===== src/rtl/wb_pkg.sv =====
// Shared types for the write-back store unit.
//   - WB_DATA_W / WB_ADDR_W : default result and register-address widths
//   - wb_state_e            : store FSM states
//   - wb_entry_t            : one buffered {destination address, result} pair
package wb_pkg;

  localparam int WB_DATA_W = 32;
  localparam int WB_ADDR_W = 5;

  typedef enum logic [1:0] {
    IDLE  = 2'd0,
    WRITE = 2'd1,
    CHECK = 2'd2
  } wb_state_e;

  typedef struct packed {
    logic [WB_ADDR_W-1:0] addr;
    logic [WB_DATA_W-1:0] data;
  } wb_entry_t;

endpackage


===== src/rtl/wb_fifo.sv =====
// Synchronous FIFO of wb_entry_t pairs waiting to be written back.
// Ports:
//   clk, rst_n       : clock, synchronous active-low reset (empties the FIFO)
//   push_i, entry_i  : enqueue entry_i (ignored while full)
//   pop_i            : dequeue the head (ignored while empty)
//   head_o           : oldest entry, valid while !empty_o
//   count_o          : number of buffered entries (0..DEPTH)
//   full_o, empty_o  : decoded from the registered count
module wb_fifo
  import wb_pkg::*;
#(
  parameter int DEPTH = 4,
  localparam int PTR_W = $clog2(DEPTH),
  localparam int FCNT_W = PTR_W + 1
) (
  input  logic              clk,
  input  logic              rst_n,
  input  logic              push_i,
  input  wb_entry_t         entry_i,
  input  logic              pop_i,
  output wb_entry_t         head_o,
  output logic [FCNT_W-1:0] count_o,
  output logic              full_o,
  output logic              empty_o
);

  wb_entry_t         mem_q [DEPTH];
  logic [PTR_W-1:0]  wr_ptr_q;
  logic [PTR_W-1:0]  rd_ptr_q;
  logic [FCNT_W-1:0] count_q;
  logic              push_ok_s;
  logic              pop_ok_s;

  assign full_o    = (count_q == FCNT_W'(DEPTH));
  assign empty_o   = (count_q == {FCNT_W{1'b0}});
  assign push_ok_s = push_i && !full_o;
  assign pop_ok_s  = pop_i && !empty_o;
  assign head_o    = mem_q[rd_ptr_q];
  assign count_o   = count_q;

  // Entry storage; contents are qualified by count, so no reset is needed.
  always_ff @(posedge clk) begin
    if (push_ok_s) begin
      mem_q[wr_ptr_q] <= entry_i;
    end
  end

  // Pointers and occupancy; DEPTH is a power of two so pointers wrap naturally.
  always_ff @(posedge clk) begin
    if (!rst_n) begin
      wr_ptr_q <= {PTR_W{1'b0}};
      rd_ptr_q <= {PTR_W{1'b0}};
      count_q  <= {FCNT_W{1'b0}};
    end else begin
      if (push_ok_s) begin
        wr_ptr_q <= wr_ptr_q + PTR_W'(1);
      end
      if (pop_ok_s) begin
        rd_ptr_q <= rd_ptr_q + PTR_W'(1);
      end
      case ({push_ok_s, pop_ok_s})
        2'b10:   count_q <= count_q + FCNT_W'(1);
        2'b01:   count_q <= count_q - FCNT_W'(1);
        default: count_q <= count_q;
      endcase
    end
  end

endmodule


===== src/rtl/wb_store_unit.sv =====
// Write-back store unit: buffers {addr, result} pairs from the ALU stage,
// writes each into the register bank, reads it back and flags mismatches.
// Ports:
//   clk, rst_n                      : clock, synchronous active-low reset
//   in_valid/in_ready/in_addr/in_data : producer handshake (push on valid&&ready)
//   mem_addr/mem_wdata/mem_we       : single bank port, also used for read-back
//   mem_rdata                       : combinational bank read data at mem_addr
//   busy                            : work pending (FIFO non-empty or FSM active)
//   wr_count                        : verified writes, wraps modulo 2^CNT_W
//   err/err_addr                    : sticky mismatch flag and first failing address
// Entry widths come from wb_pkg; DATA_W/ADDR_W must match the package values.
module wb_store_unit
  import wb_pkg::*;
#(
  parameter int DATA_W = WB_DATA_W,
  parameter int ADDR_W = WB_ADDR_W,
  parameter int DEPTH  = 4,
  parameter int CNT_W  = 16
) (
  input  logic              clk,
  input  logic              rst_n,
  input  logic              in_valid,
  output logic              in_ready,
  input  logic [ADDR_W-1:0] in_addr,
  input  logic [DATA_W-1:0] in_data,
  output logic [ADDR_W-1:0] mem_addr,
  output logic [DATA_W-1:0] mem_wdata,
  output logic              mem_we,
  input  logic [DATA_W-1:0] mem_rdata,
  output logic              busy,
  output logic [CNT_W-1:0]  wr_count,
  output logic              err,
  output logic [ADDR_W-1:0] err_addr
);

  localparam int FCNT_W = $clog2(DEPTH) + 1;

  wb_state_e         state_q;
  wb_state_e         state_d;
  logic [CNT_W-1:0]  wr_count_q;
  logic              err_q;
  logic [ADDR_W-1:0] err_addr_q;

  wb_entry_t         entry_s;
  wb_entry_t         head_s;
  logic [FCNT_W-1:0] fifo_count_s;
  logic              fifo_full_s;
  logic              fifo_empty_s;
  logic              push_s;
  logic              pop_s;
  logic              mismatch_s;
  logic              mem_we_s;
  logic [ADDR_W-1:0] mem_addr_s;
  logic [DATA_W-1:0] mem_wdata_s;

  // Ready depends only on the registered count, so a same-cycle pop never
  // re-opens a full FIFO.
  assign in_ready = !fifo_full_s;
  assign push_s   = in_valid && in_ready;
  assign pop_s    = (state_q == CHECK);

  assign entry_s.addr = in_addr;
  assign entry_s.data = in_data;

  wb_fifo #(
    .DEPTH (DEPTH)
  ) u_fifo (
    .clk     (clk),
    .rst_n   (rst_n),
    .push_i  (push_s),
    .entry_i (entry_s),
    .pop_i   (pop_s),
    .head_o  (head_s),
    .count_o (fifo_count_s),
    .full_o  (fifo_full_s),
    .empty_o (fifo_empty_s)
  );

  // The head has just been written, so the bank must return its data now.
  assign mismatch_s = (state_q == CHECK) && (mem_rdata != head_s.data);

  // Next-state and bank-port drive for the write / read-back sequence.
  always_comb begin
    state_d     = state_q;
    mem_we_s    = 1'b0;
    mem_addr_s  = {ADDR_W{1'b0}};
    mem_wdata_s = {DATA_W{1'b0}};
    case (state_q)
      IDLE: begin
        if (!fifo_empty_s) begin
          state_d = WRITE;
        end else begin
          state_d = IDLE;
        end
      end
      WRITE: begin
        mem_we_s    = 1'b1;
        mem_addr_s  = head_s.addr;
        mem_wdata_s = head_s.data;
        state_d     = CHECK;
      end
      CHECK: begin
        mem_addr_s  = head_s.addr;
        mem_wdata_s = head_s.data;
        // Work remains after this pop if another entry is queued or arriving.
        if ((fifo_count_s > FCNT_W'(1)) || push_s) begin
          state_d = WRITE;
        end else begin
          state_d = IDLE;
        end
      end
      default: begin
        state_d = IDLE;
      end
    endcase
  end

  // FSM state, completed-write counter and first-mismatch capture.
  always_ff @(posedge clk) begin
    if (!rst_n) begin
      state_q    <= IDLE;
      wr_count_q <= {CNT_W{1'b0}};
      err_q      <= 1'b0;
      err_addr_q <= {ADDR_W{1'b0}};
    end else begin
      state_q <= state_d;
      if (pop_s) begin
        wr_count_q <= wr_count_q + CNT_W'(1);
      end
      if (mismatch_s && !err_q) begin
        err_q      <= 1'b1;
        err_addr_q <= head_s.addr;
      end
    end
  end

  assign mem_we    = mem_we_s;
  assign mem_addr  = mem_addr_s;
  assign mem_wdata = mem_wdata_s;
  assign busy      = (state_q != IDLE) || !fifo_empty_s;
  assign wr_count  = wr_count_q;
  assign err       = err_q;
  assign err_addr  = err_addr_q;

endmodule

===== config.mk =====
export PLATFORM = sky130hd
export DESIGN_NAME = wb_store_unit
export DESIGN_NICKNAME = d
export VERILOG_FILES = /design/src/rtl/wb_pkg.sv /design/src/rtl/wb_fifo.sv /design/src/rtl/wb_store_unit.sv
export SDC_FILE = /design/constraint.sdc
export NUM_CORES = 1
export LEC_CHECK = 0
export CAP_MARGIN = 20
export CORE_ASPECT_RATIO = 1.25
export CORE_MARGIN = 5
export CORE_UTILIZATION = 50
export DETAILED_ROUTE_END_ITERATION = 7
export PLACE_DENSITY_LB_ADDON = 0.08
export SYNTH_ARGS = -nofsm -noshare
export SYNTH_HDL_FRONTEND = slang
export SYNTH_SLANG_ARGS = --single-unit

===== constraint.sdc =====
create_clock -name clk -period 4.3 [get_ports clk]
set_input_delay 0.43 -clock clk [delete_from_list [all_inputs] [get_ports clk]]
set_output_delay 0.43 -clock clk [all_outputs]
set_load 0.1 [all_outputs]

## After elaboration in Yosys (flattened, before gate mapping)

Memory sizes are Yosys's and may differ from the RTL's. A register that Yosys moved wholly into a read port is not among the register bits.
Index checks and enable logic that the tools add are counted.
Widths: inputs -> output; s select.

| operators by class | value |
|---|---|
| add/sub/neg operators | 5 |
| $lt $le $gt $ge | 1 |
| eq/ne operators | 6 |
| muxes and demuxes | 11 |
| reduce and logical (&&, ||, !) cells | 15 |

Operators by type and width:

| operator | count |
|---|---|
| $mux 32 | 1 |
| $ne 32x32->1 | 1 |
| $add 16x1->16 const B | 1 |
| $pmux 2 s3 | 1 |
| $pmux 3 s2 | 1 |
| $logic_and 1x1->1 | 5 |
| $mux 1 | 5 |
| $mux 5 | 1 |
| $add 2x1->2 const B | 2 |
| $eq 2x1->1 const B | 2 |
| $eq 2x2->1 const B | 2 |
| $mux 2 | 2 |
| $reduce_bool 2->1 | 2 |
| $add 3x1->3 const B | 1 |
| $eq 3x3->1 const B | 1 |
| $gt 3x1->1 const B | 1 |
| $logic_not 1->1 | 3 |
| $logic_not 3->1 | 1 |
| $sub 3x1->3 const B | 1 |
| $logic_not 2->1 | 1 |
| $logic_or 1x1->1 | 2 |
| $reduce_or 2->1 | 1 |

| word-level totals | value |
|---|---|
| flip-flop bits (word level) | 31 |
| RAM bits | 148 |
| input port bits | 72 |
| output and inout bits | 62 |
| logic and storage cells | 46 |
| memories | 1 |

Memories:

| memory | depth | bits a word | read ports | clocked after Yosys merged registers in | wr ports | line | text |
|---|---|---|---|---|---|---|---|
| u_fifo.mem_q | 4 | 37 | 1 | 1 | 1 | wb_fifo.sv:27 | `wb_entry_t mem_q [DEPTH];` |

## Longest topological paths before layout

Gate-level depths: netlist of run 1.

| logic depth | value |
|---|---|
| depth in word-level cells | 6 |
| depth in mapped cells | 9 |
| depth with buffers taken out | 9 |

## By module

From an unflattened synthesis of run 1, not the netlist that was laid out.

| second synthesis, totals | value |
|---|---|
| cells, all modules | 448 |
| area total of the unflattened synthesis | 7579.8 µm² |

By module, submodules not included:

| module | instances | cells each | area each (µm²) | sequential area each (µm²) |
|---|---|---|---|---|
| wb_fifo | 1 | 247 | 5863.1 | 4624.4 |
| wb_store_unit | 1 | 201 | 1716.6 | 480.5 |

## Worst setup path before layout of run 1

Ideal clock, no wire load.

| timing | value |
|---|---|
| path kind | reg2reg |
| start point | reg u_fifo.count_q[0] (netlist: u_fifo.count_o[0]) |
| end point | mem u_fifo.mem_q[1][0] (netlist name) (enable) |
| setup time | 398 ps |
| data arrival time | 2458 ps |
| required time | 3902 ps |
| setup slack | 1444 ps |
| cell stages (with the launch flop) | 5 |
| buffers on the path | 0 |
| period minus slack after synthesis | 2856 ps |
| path through | dfxtp_1 -> inv_1 -> ha_1 -> nand2_1 -> and3_1 |

| on the way | value |
|---|---|
| cells in the longest elaborated chain, start to end | 6 |

Ends and longest elaborated chain:

| what | line | text |
|---|---|---|
| from (decl) | wb_fifo.sv:30 | `logic [FCNT_W-1:0] count_q;` |
| from (signal assigned) | wb_fifo.sv:53 | `count_q <= {FCNT_W{1'b0}};` |
| from (signal assigned) | wb_fifo.sv:62 | `2'b10: count_q <= count_q + FCNT_W'(1);` |
| from (signal assigned) | wb_fifo.sv:63 | `2'b01: count_q <= count_q - FCNT_W'(1);` |
| $eq 3x3->1 (*) | wb_fifo.sv:34 | `assign full_o = (count_q == FCNT_W'(DEPTH));` |
| $logic_not 1->1 (*) | wb_store_unit.sv:58 | `assign in_ready = !fifo_full_s;` |
| net in_ready | wb_store_unit.sv:23 | `output logic in_ready,` |
| $logic_and 1x1->1 | wb_store_unit.sv:59 | `assign push_s = in_valid && in_ready;` |
| $logic_and 1x1->1 (*) | wb_fifo.sv:36 | `assign push_ok_s = push_i && !full_o;` |
| $mux 1 (*) | wb_fifo.sv:43 | `if (push_ok_s) begin` |
| $mux 1 (implied by the code) (*) | wb_fifo.sv:44 | `mem_q[wr_ptr_q] <= entry_i;` |
| to (decl) | wb_fifo.sv:27 |  |

Mark *: on every way through the listed nets, which the timed path passes. The rest lies on a longest branch.

==> metrics.txt, run 1 <==
status completed; wire per inst just under 20 um; HPWL after DPL between 10000 and 15000 um; R2R depth 7; die width 120.0 um; placed cell count between 700 and 800; FF-to-FF End err; TritonCTS buffer count 17; LEAKAGE ~3.2 nW; Period minus WS final around 3200 ps; cts hold-fix bufs 0; CTS tree yes; final setup violation count 0; placed cell areas ~9000 um^2; Post-synth EDFFs between 100 and 150; final wirelength around 15000 um; Hold WS 464.1 ps; crit share post-route approximately 74%; Worst setup endpoint mem_wdata[14]; largest net degree at the start of global routing 38; die area around 18000 um^2; area leader, netlist edfxtp_1; fin. max-slew vios 0; vias per cell 5.355; GRT Overall Usage 17.87%; Max rail drop VDD approximately 0.29 mV; RSZ-0062 raised after global routing no; CTS root buffer clkbuf_16; slowest CP cell clkdlybuf4s50_1; total I/O pin count around 130; Post-CTS Setup Inserts 0; Syn Area/Cell about 17 um^2; adder-cell share of the synthesized area about 2.3%; GPL Wtd Cong roughly 0.74; Seq cells post-synth around 180; final hold violation count 0; global route total overflow 0; Synth top area share around 59%; layout cells sized above 1 between 10% and 20%; Non-Filler Instances between 700 and 800; startpoint class of the critical path register; # diodes 0; Post-Syn Area between 7000 and 8000 um^2; critical-path cell list mux4_1 > and2_1 > clkdlybuf4s50_1; Min-Delay Path Depth 2; Pre-antenna DRT Iters 5; syn_nets between 500 and 600; antenna violations before repair 0; CTS H-tree lvls 4; clk_skew between 8 and 9 ps; Synth Area in Simple Gates 9.178%; max-cap violations 0; fin nets roughly 670; drc violations 0; vias in the first global route 4449; Finished Cell Area ~9600 um^2; setup tns final 0 ps; Synth Area in XOR/XNOR just under 6%; relative slew slack between 30% and 40%; worst-skew pair later-pin latency 430 ps; worst setup path class register to output port; Die Ht between 100 and 150 um; ys async rst share 0%; Cell variety after synth 35; combinational family with the most area after synthesis multiplexers; starting density of the core ~50%; CP Max Fanout 22; Crit path depth 3; Worst Setup End Kind output port; Worst path top cell family by delay buffers and inverters; WP buf/inv 1; arrival time worst endpoint about 2800 ps; Clock Pin Slew Worst Setup and Hold Paths roughly 60 ps; DRT antenna net count 0; CP peak stage delay between 1000 and 1500 ps; FF-to-FF setup slack between 1000 and 1500 ps; multiplexer share of the synthesized area ~12%; Core Rows 50; Synth Warn # 0; prevailing post-synth register cell edfxtp_1; Syn Inst Count about 440; first-pass GRT wire length between 20000 and 25000 um; Area contributors post-synth edfxtp_1 59%, dfxtp_1 8.7%, mux4_2 8.0%, xnor2_1 5.6%, and2_1 4.6%; via count between 4000 and 5000; Crit path required time roughly 3900 ps; maximum root-to-sink buffer count 2; Synth-to-Final Area Change 26.74%; core box area between 10000 and 15000 um^2; post-synthesis sequential area ratio between 60% and 70%; Initial DRC Count between 150 and 200; CTS resizes 0; Fmax 0.3147 GHz; Worst Max-Slew Pin Slew 1046 ps; I/O Buffers around 130; clk sink count ~180; Worst Hold Class register to register; power per cell area approximately 480 nW/um^2; Synth Area in Compound Gates 1.009%
-- final cells by class --
class                      count  area [um^2]
fill                        1101         5363
sequential                   181         5107
multi-input combinational    239         2330
timing repair buffer         137         1299
clock buffer                  17        425.4
tap                          182        227.7
clock inverter                15        173.9
inverter                       7        26.28
-- state kept, by name, summed over array words and instances (netlist names), named ones only --
| name | count |
|---|---|
| u_fifo.mem_q | 148 |
| wr_count | 16 |
| err_addr | 5 |
| u_fifo.count_o | 3 |
| state_q | 2 |
| u_fifo.rd_ptr_q | 2 |
| u_fifo.wr_ptr_q | 2 |
| err | 1 |
-- kinds of logic after synthesis --
group,count (synthesis)
xor+xnor,50
fa+ha+maj,14
flops,181
compound gates,12
buf+inv,23
mux,44
simple gates,119
-- placed cells by master, fill, tap and decap left out, types with 3 or more instances in the layout --
cell type / instances
and2_1: 56
or3_1: 3
clkdlybuf4s50_1: 100
inv_6: 3
a21boi_0: 3
clkbuf_16: 17
and3_1: 3
nand4_1: 14
dfxtp_1: 31
inv_1: 7
clkinv_4: 4
mux2i_1: 7
and3_2: 4
ha_1: 14
buf_4: 36
nor2_1: 5
o21ai_0: 5
nand2_1: 20
edfxtp_1: 148
mux4_2: 27
nor2b_1: 5
mux4_1: 10
xnor2_1: 48
-- power by group --
group | total (W) | internal, W | switching [W]
sequential | 0.00201 | 0.00199 | 0.0000274
combinational | 0.00103 | 0.000291 | 0.000735
clock | 0.00154 | 0.000870 | 0.000675
total | 0.00458 | 0.00315 | 0.00144
-- cells in the mapped netlist (3+ instances only) --
cell type,instances
clkbuf_1,7
o21ai_0,5
nand4_1,14
nand2_1,20
xnor2_1,48
and3_1,7
edfxtp_1,148
mux4_1,10
mux2i_1,7
dfxtp_1,33
ha_1,14
a21boi_0,3
and2_1,56
inv_1,7
or3_1,3
nor2b_1,5
nor2_1,5
buf_4,3
mux4_2,27
-- stage by stage --
step / total power [W] / setup slack, ps / utilization (%)
2_1_floorplan: 0.002798 / 1444 / -
3_3_place_gp: 0.003077 / 1340 / 59.94
3_5_place_dp: 0.003083 / 1352 / 59.94
4_1_cts: 0.004628 / 1064 / 63.95
5_1_grt: 0.004744 / 985.0 / 64.13
6_report: 0.004583 / 1122 / 64.13
-- how the worst min path moves through the flow --
| stage | start | endpoint | slack, ps |
|---|---|---|---|
| final | err_addr[1] | err_addr[1] | 460 |
| after global routing | err_addr[1] | err_addr[1] | 500 |
| after floorplan | u_fifo.count_o[2] | u_fifo.count_o[2] | 490 |
| after global placement | err_addr[0] | err_addr[0] | 470 |
| after CTS | err_addr[1] | err_addr[1] | 470 |
| after detailed placement | err_addr[0] | err_addr[0] | 460 |
-- layer usage --
layer	up-vias	part of all wire (%)	GRT usage, %
met5	-	0	0
met3	16	6.0	5.281
met4	0	1.2	5.559
li1	1952	-	-
met2	133	53	30.94
met1	2065	40	21.56
-- worst register-to-register path, cell delays in order (launching register included) --
cell,delay (ps)
dfxtp_2,420
buf_4,560
mux4_1,680
xnor2_1,160
nand4_1,210
nor4_2,360
a21oi_2,180
o21a_1,200
Power figures use the tool's default switching activity.
==> run 2: changes to the inputs <==
- CORE_UTILIZATION: 50 -> 48
- clock period: 4.3 -> 2.71 ns (I/O delays scaled with it)
==> run 2 against run 1 <==
Sequential power increased by 59%. Utilization increased by 1.3 points. Sequential cell count unchanged. Combinational power up 87%. Via count up 1.2%. Clock skew down 1.3 ps. Routed wire length shrank 0.40%. First-iteration DRC count grew 3.1%. Die area is 3.9% higher. Cell count increased by 4.9%.
==> metrics.txt, run 2 (synthesis results as in run 1) <==
clk_skew approximately 6.8 ps; Post-CTS Setup Inserts 0; CTS tree yes; largest net degree at the start of global routing 38; worst-skew pair later-pin latency 420 ps; Sw Ratio about a third; Worst Setup End Kind register; combinational power share between 20 and 30%; Min-Delay Path Depth 2; I/O Buffers about 130; clk sink count about 180; Fmax 0.4068 GHz; cts hold-fix bufs 0; Period minus WS final 2458 ps; Initial DRC Count ~200; DRT antenna net count 0; die width 122.3 um; HPWL after DPL about 10000 um; # diodes 0; drc violations 0; arrival time worst endpoint approximately 2800 ps; RSZ-0062 raised after global routing no; part of the power in registers roughly two fifths; antenna violations before repair 0; Pre-antenna DRT Iters 4; CTS H-tree lvls 4; global route total overflow 0; Pint approximately 0.0052 W; final wirelength roughly 15000 um; FF/Latch Area a little over 5000 um^2; commonest non-fill, non-tap cell in the layout edfxtp_1; max reg flops 148; clock power share 32.6%; Layout Utilization between 60% and 70%; CTS resizes 0; sw power around 0.0024 W; Biggest register u_fifo.mem_q; CP Max Fanout 14; first-pass GRT wire length 23890 um; via count 4218; die area between 15000 and 20000 um^2; power per cell area ~750 nW/um^2; worst hold path startpoint err_addr[2]; vias in the first global route ~4500; Fillers between 1000 and 1500; relative slew slack between 60% and 70%; vias per cell around 5.2; most frequent cells in the layout 148 x edfxtp_1, 71 x clkdlybuf4s50_1, 56 x and2_1; total I/O pin count approximately 130; crit share post-route approximately 90%; setup tns final 0 ps; status completed; fin. max-slew vios 0; wire per inst about 19 um; Worst Hold Class register to register; Core Rows 51; TritonCTS buffer count 17; core box area ~16000 um^2; area occupied by multi-input gates 2330 um^2; Synth-to-Final Area Change 34.07%; startpoint class of the critical path register; layout cells sized above 1 23.51%; worst setup path class register to register; LEAKAGE roughly 3.5 nW; GRT Overall Usage between 15 and 20%; starting density of the core 48.79%; R2R depth 7; Die Ht around 150 um; Crit path required time slightly above 3000 ps; maximum root-to-sink buffer count 2; max-cap violations 0; Worst Max-Slew Pin Slew 471.9 ps; fin nets 677; CTS root buffer clkbuf_16; Max rail drop VDD 0.4631 mV; final setup violation count 0; final hold violation count 0; GPL Wtd Cong 0.7264; Clock Pin Slew Worst Setup and Hold Paths approximately 70 ps
[run 2: worst max-delay path: stages (launching register included)]
cell and delay, ps:
dfxtp_2 390, buf_12 180, mux4_1 610, xnor2_1 160
nand4_1 180, nor4_2 420, a21oi_2 210, o21a_1 210
[run 2: metal layers]
layer / part of all wire, % / up-vias / wire, um / GRT usage, %
met5: 0 / - / 0 / 0
met4: 1.0 / 0 / 153 / 4.202
met3: 5.4 / 14 / 828 / 4.472
met2: 53 / 105 / 8063 / 30.29
met1: 41 / 2126 / 6292 / 21.53
li1: - / 1973 / - / -
[run 2: path summary, 6_finish.rpt]
kind,endpoint,slack [ps]
worst max-delay path,err,250
worst min-delay path,err_addr[2],460
worst max register to register,err,250
worst min register to register,err_addr[2],460
[run 2: final cells by class]
| type | count | share of cell area (%) |
|---|---|---|
| flip-flops and latches | 181 | 50.35 |
| multi-input cells | 239 | 22.97 |
| repair buffers | 145 | 17.91 |
| clock buffers | 17 | 4.194 |
| well taps | 212 | 2.615 |
| clock inverters | 15 | 1.702 |
| inverters | 7 | 0.2590 |
[run 2: power groups by stage]
stage	Combinational, W	Clock [W]	Sequential [W]
after CTS	0.00195	0.00254	0.00319
after floorplan	0.00115	0	0.00329
after global placement	0.00193	0	0.00324
after global routing	0.00201	0.00266	0.00320
after detailed placement	0.00195	0	0.00325
final	0.00193	0.00248	0.00319
[run 2: stage by stage]
step                      setup slack, ps  cells  power (W)  cell area [um^2]  hold WS, ps
after CTS                           226.5    816   0.007678             10140        462.5
after detailed placement            234.7    784   0.005196              9545        447.8
after global routing                149.4    816   0.007860             10140        465.8
after global placement              285.0    784   0.005175              9545        445.5
final                               251.6    816   0.007594             10140        458.1
after floorplan                     96.00    443   0.004438              7571        369.9
==> run 3: changes to the inputs <==
- CAP_MARGIN: 20 -> 25
==> results of run 3 <==
No change in the layout: final DEF, timing and power equal those of run 2.
